$ cat src/rtl/food_map_port_ctrl_pkg.sv
// food_map_port_ctrl_pkg: food map geometry shared with the renderer and index mapping
package food_map_port_ctrl_pkg;
  localparam int ROWS = 64;
  localparam int COLS = 80;
  localparam int AW = $clog2(ROWS);
  localparam int CW = 7;
  localparam int CNTW = 13;
endpackage

$ cat src/rtl/food_row_popcount.sv
// food_row_popcount: number of pellets set in one food map row
module food_row_popcount
  import food_map_port_ctrl_pkg::*;
(
  input  logic [COLS-1:0] row,
  output logic [CNTW-1:0] cnt
);
  always_comb begin
    cnt = '0;
    for (int i = 0; i < COLS; i++) cnt = cnt + CNTW'(row[i]);
  end
endmodule

$ cat src/rtl/food_map_port_ctrl.sv
// food_map_port_ctrl: port A owner of the food map, arbitrating level refill against pellet eats
module food_map_port_ctrl
  import food_map_port_ctrl_pkg::*;
(
  input  logic            clk,
  input  logic            rst,
  input  logic            refill_req,
  output logic            refill_busy,
  output logic            refill_done,
  input  logic            eat_req,
  input  logic [CW-1:0]   eat_x,
  input  logic [AW-1:0]   eat_y,
  output logic            eat_ack,
  output logic            eat_hit,
  output logic [AW-1:0]   rom_addr,
  input  logic [COLS-1:0] rom_data,
  output logic [AW-1:0]   ram_addra,
  output logic            ram_wea,
  output logic [COLS-1:0] ram_dina,
  input  logic [COLS-1:0] ram_douta,
  output logic [CNTW-1:0] food_left,
  output logic            level_clear
);
  typedef enum logic [2:0] {IDLE, EAT_RD, EAT_CHK, EAT_WR, REF_RUN, REF_LAST} state_t;
  state_t state, state_n;
  logic [CW-1:0] ex, ex_n;
  logic pend, pend_n, loaded, loaded_n, busy_n, done_n, ack_n, hit_n, wea_n, clear_n, hit;
  logic [AW-1:0] rom_addr_n, addra_n;
  logic [COLS-1:0] dina_n;
  logic [CNTW-1:0] left_n, pc;
  food_row_popcount u_pc (.row(rom_data), .cnt(pc));
  always_comb begin
    state_n = state;
    ex_n = ex;
    pend_n = pend | (refill_req & (state == EAT_RD || state == EAT_CHK || state == EAT_WR));
    loaded_n = loaded;
    busy_n = refill_busy;
    done_n = 1'b0;
    ack_n = 1'b0;
    hit_n = 1'b0;
    wea_n = 1'b0;
    rom_addr_n = rom_addr;
    addra_n = ram_addra;
    dina_n = ram_dina;
    left_n = food_left;
    hit = (ex < CW'(COLS)) && ram_douta[ex];
    case (state)
      IDLE:
        if (refill_req || pend) begin
          state_n = REF_RUN;
          pend_n = 1'b0;
          busy_n = 1'b1;
          left_n = '0;
          rom_addr_n = '0;
        end else if (eat_req) begin
          state_n = EAT_RD;
          ex_n = eat_x;
          addra_n = eat_y;
        end
      EAT_RD: state_n = EAT_CHK;
      EAT_CHK: begin
        state_n = EAT_WR;
        ack_n = 1'b1;
        hit_n = hit;
        wea_n = hit;
        dina_n = ram_douta & ~(COLS'(1) << ex);
        left_n = (hit && food_left != '0) ? food_left - 1'b1 : food_left;
      end
      EAT_WR: state_n = IDLE;
      // rom_data lags rom_addr by one cycle, so the row being written is rom_addr-1
      REF_RUN: begin
        state_n = (rom_addr == AW'(ROWS - 1)) ? REF_LAST : REF_RUN;
        rom_addr_n = (rom_addr == AW'(ROWS - 1)) ? rom_addr : rom_addr + 1'b1;
        if (rom_addr != '0) begin
          wea_n = 1'b1;
          addra_n = rom_addr - 1'b1;
          dina_n = rom_data;
          left_n = food_left + pc;
        end
      end
      REF_LAST: begin
        state_n = IDLE;
        wea_n = 1'b1;
        addra_n = rom_addr;
        dina_n = rom_data;
        left_n = food_left + pc;
        done_n = 1'b1;
        busy_n = 1'b0;
        loaded_n = 1'b1;
      end
      default: state_n = IDLE;
    endcase
    clear_n = loaded_n && left_n == '0 && !busy_n;
  end
  always_ff @(posedge clk) begin
    if (rst) begin
      state <= IDLE;
      ex <= '0;
      pend <= 1'b0;
      loaded <= 1'b0;
      refill_busy <= 1'b0;
      refill_done <= 1'b0;
      eat_ack <= 1'b0;
      eat_hit <= 1'b0;
      rom_addr <= '0;
      ram_addra <= '0;
      ram_wea <= 1'b0;
      ram_dina <= '0;
      food_left <= '0;
      level_clear <= 1'b0;
    end else begin
      state <= state_n;
      ex <= ex_n;
      pend <= pend_n;
      loaded <= loaded_n;
      refill_busy <= busy_n;
      refill_done <= done_n;
      eat_ack <= ack_n;
      eat_hit <= hit_n;
      rom_addr <= rom_addr_n;
      ram_addra <= addra_n;
      ram_wea <= wea_n;
      ram_dina <= dina_n;
      food_left <= left_n;
      level_clear <= clear_n;
    end
  end
endmodule

$ cat config.mk
export PLATFORM = sky130hd
export DESIGN_NAME = food_map_port_ctrl
export DESIGN_NICKNAME = d
export VERILOG_FILES = /design/src/rtl/food_map_port_ctrl_pkg.sv /design/src/rtl/food_row_popcount.sv /design/src/rtl/food_map_port_ctrl.sv
export SDC_FILE = /design/constraint.sdc
export NUM_CORES = 1
export LEC_CHECK = 0
export CORE_AREA = 4 4 143 145
export DETAILED_ROUTE_END_ITERATION = 8
export DIE_AREA = 0 0 147 149
export GPL_TIMING_DRIVEN = 0
export PLACE_DENSITY = 0.8
export SYNTH_ARGS = -nofsm -noshare
export SYNTH_HDL_FRONTEND = slang
export SYNTH_SLANG_ARGS = --single-unit
$ cat constraint.sdc
create_clock -name clk -period 19.2 [get_ports clk]
set_clock_uncertainty 0.05 [all_clocks]
set_input_delay 1.92 -clock clk [delete_from_list [all_inputs] [get_ports clk]]
set_output_delay 1.92 -clock clk [all_outputs]
set_load 0.01 [all_outputs]
==> summary.txt <==
Critical path
  • FF-to-FF setup slack: 12.39 ns
  • Maximum fanout along the worst path: 3
  • Worst reg-to-reg path cell count: 19
  • Startpoint Class: input port
  • Setup crit end kind: flop
  • Reg-to-Reg End: level_clear
  • Reg2reg start: food_left[1]
  • CP Class: input port to flop
  • Worst EP arrival: 9.77 ns
  • WP data required: 19.50 ns

STA
  • # setup viols final: 0
  • Achievable Freq: 105.6 MHz
  • Final-report hold violation count: 0
  • Unrepaired setup endpoints after global routing: false
  • Post-route minimum period: 9.467 ns
  • Slew Viols, Final: 0
  • Period utilisation layout: 49.31%
  • Fin worst setup slack: 9.733 ns
  • Slew of the pin with the lowest slew margin: 0.9020 ns
  • Setup TNS: 0 ns
  • Worst relative slew slack: 39.87%

Synthesis
  • Synth Warn #: 0
  • Yosys cell types: 67
  • Post-synth EDFFs: 0
  • Syn_area_per_cell: 8.689 µm²
  • Seq/Total Area, Yosys: 26.02%
  • Seq cells post-synth: 123
  • Mapped Cells: 1089
  • Syn nets: 1380
  • Mapped cell area: 0.009463 mm²
  • Post-synth top flop: dfxtp_1
  • Async set-reset flop share out of synthesis: 0%

Cells and area
  • Area Overhead vs Synth: 41.28%
  • Fillers: 1519
  • Layout Nets: 1685
  • Post-route design area: 0.01337 mm²
  • Share of cells above drive strength 1: 4.765%
  • Commonest non-fill, non-tap cell in the layout: clkdlybuf4s50_1
  • Most frequent cells in the layout: clkdlybuf4s50_1, nor2_1, inv_1, nand2_1, dfxtp_1
  • Multi-input gate area: 0.006193 mm²
  • Reg area: 0.002462 mm²

Placement
  • Port buffer count: 286
  • GP Congestion: 0.9633
  • Post-DP Area: 0.01266 mm²
  • Pre-CTS setup slack: 9.411 ns
  • DP Wirelength: 30460 µm

Power
  • IR drop worst, VDD: 0.0004310 V
  • Pleak: 5.256 nW
  • Pwr/cell area: 180.8 mW/mm²

Global route
  • Vias in the first global route: 10293
  • Total grt overflow: 0
  • GRT Max-Usage Layer: met2
  • Met2 Use GR: 57.32%
  • GR Layer Usage met3: 10.18%
  • First-pass GRT wire length: 58970 µm
  • Largest net degree at the start of global routing: 17
  • Met1 global-route usage: 41.16%
  • Total track usage: 35.03%
  • Initial antenna violation count: 3

Outcome
  • Status: finished, final reports clean

Clocking
  • CTS Root Cell: clkbuf_16
  • # hold bufs at CTS: 0
  • Inserted Clock Buffers: 17
  • # Post-CTS Setup Buffers: 0
  • Clk slew on worst S/H paths: 0.06 ns
  • CTS tree: done
  • Longest Clk Path Bufs: 2
  • Worst-Skew Late Latency: 0.43 ns
  • Post-CTS resize count: 0
  • H-tree depth: 4
  • TritonCTS Sinks: 123

Routing
  • DR WL/cell: 23.23 µm
  • Vias per cell: 6.139
  • DRT iter0 DRCs: 1278
  • DR DRC count: 0
  • DRT Pass-1 Iters: 6
  • Via count: 10282
  • Final wirelength: 38920 µm
  • Final ANT Viol Nets: 0

Die
  • Placeable Area: 0.01921 mm²
  • I/O pins: 288
  • # rows: 51
  • Initial Util: 49.27%
  • Die area: 0.02190 mm²
  • Die Height: 149 µm
  • Die width: 147 µm

Worst hold path
  • WHS Endpoint: loaded
  • Hold WC Path Type: flop to flop
  • Hold Startpoint: loaded
  • Cell count of the worst hold path: 2

Job
  • Max-capacitance violation count: 0
## cell families (layout without fill, tap and decap cells)
logic type | count (synthesis) | in the layout | synth area share, %
and+or+nand+nor | 340 | 340 | 15.43
AOI/OAI and AO/OA | 251 | 251 | 20.28
buffers and inverters | 202 | 519 | 8.528
DFF | 123 | 123 | 26.02
adders and majority gates | 114 | 114 | 20.71
muxes | 40 | 40 | 7.272
xor gates and xnor gates | 19 | 19 | 1.759
other | 0 | 4 | 0
## cells in the mapped netlist, types with 5 or more instances
| cell | instances | area [µm²] |
|---|---|---|
| nor2_1 | 140 | 525.5 |
| inv_1 | 126 | 473.0 |
| dfxtp_1 | 123 | 2462 |
| nand2_1 | 123 | 461.7 |
| o211ai_1 | 82 | 615.6 |
| a311oi_1 | 80 | 700.7 |
| fa_1 | 71 | 1421 |
| clkbuf_1 | 64 | 240.2 |
| ha_1 | 43 | 538.0 |
| a21oi_1 | 23 | 115.1 |
| nor3_1 | 21 | 105.1 |
| o21ai_0 | 20 | 100.1 |
| mux2i_1 | 17 | 170.2 |
| mux4_2 | 16 | 360.4 |
| nand3_1 | 12 | 60.06 |
| xnor2_1 | 10 | 87.58 |
| xor2_1 | 9 | 78.83 |
| nor2b_1 | 8 | 50.05 |
| a31oi_1 | 7 | 43.79 |
| a21o_1 | 6 | 45.04 |
| buf_2 | 6 | 30.03 |
| nand4_1 | 6 | 37.54 |
| and3_1 | 5 | 31.28 |
| mux4_1 | 5 | 131.4 |
## power breakdown
part	internal, W	switching (W)
combinational	0.000766	0.000954
clock	0.000261	0.000133
sequential	0.000282	0.0000213
## metrics by stage
step / total power [W] / hold WS (ns) / utilization (%) / cells
2_1_floorplan: 0.001515 / 0.4036 / - / 1089
3_3_place_gp: 0.001947 / 0.4179 / 65.90 / 1640
3_5_place_dp: 0.001973 / 0.4320 / 65.90 / 1640
4_1_cts: 0.002394 / 0.4482 / 69.55 / 1671
5_1_grt: 0.002620 / 0.4660 / 69.59 / 1674
6_report: 0.002417 / 0.4422 / 69.60 / 1675
## registers in the layout, summed over array words and instances, names as in the netlist, 3 cells and up
name / flops
food_left: 13
ram_addra: 6
ram_dina: 80
rom_addr: 6
state: 3
ex: 7
## layout make-up
cell class / instances / area share (%)
tap: 265 / 2.480
clock buffer: 18 / 3.285
sequential: 123 / 18.42
inverter: 126 / 3.538
multi-input combinational: 764 / 46.33
clock inverter: 13 / 1.965
antenna: 4 / 0.07487
buffer: 76 / 2.499
timing repair buffer: 286 / 21.41
## how the worst max path moves through the flow
stage               depth (start not counted)  slack, ns           to         start
detailed placement                         27       9.41  level_clear  rom_data[36]
finish                                     27       9.73  level_clear  rom_data[36]
CTS                                        27       9.77  level_clear  rom_data[36]
global placement                           27       9.43  level_clear  rom_data[36]
global route                               27       9.48  level_clear  rom_data[36]
floorplan                                  26      10.55  level_clear  rom_data[36]
## critical path: stages
cell and delay (ns):
clkdlybuf4s50_1 0.52, inv_1 0.09, fa_1 0.54, inv_1 0.05, fa_1 0.51, inv_1 0.07
fa_1 0.50, inv_1 0.05, fa_1 0.52, inv_1 0.07, fa_1 0.47, fa_1 0.53
fa_1 0.44, fa_1 0.50, inv_1 0.04, ha_1 0.21, fa_1 0.47, a21o_1 0.17
a21oi_1 0.25, o21ai_0 0.16, a31o_2 0.28, a211oi_1 0.41, nor3_1 0.11, xor2_1 0.16
nand2_1 0.08, or4b_1 0.48, nor3_2 0.16
## per-layer routing
metal,up-vias,wire [µm]
li1,4475,-
met1,4759,13280
met2,856,17930
met3,192,5123
met4,0,2580
met5,-,0
Power figures use the tool's default switching activity.
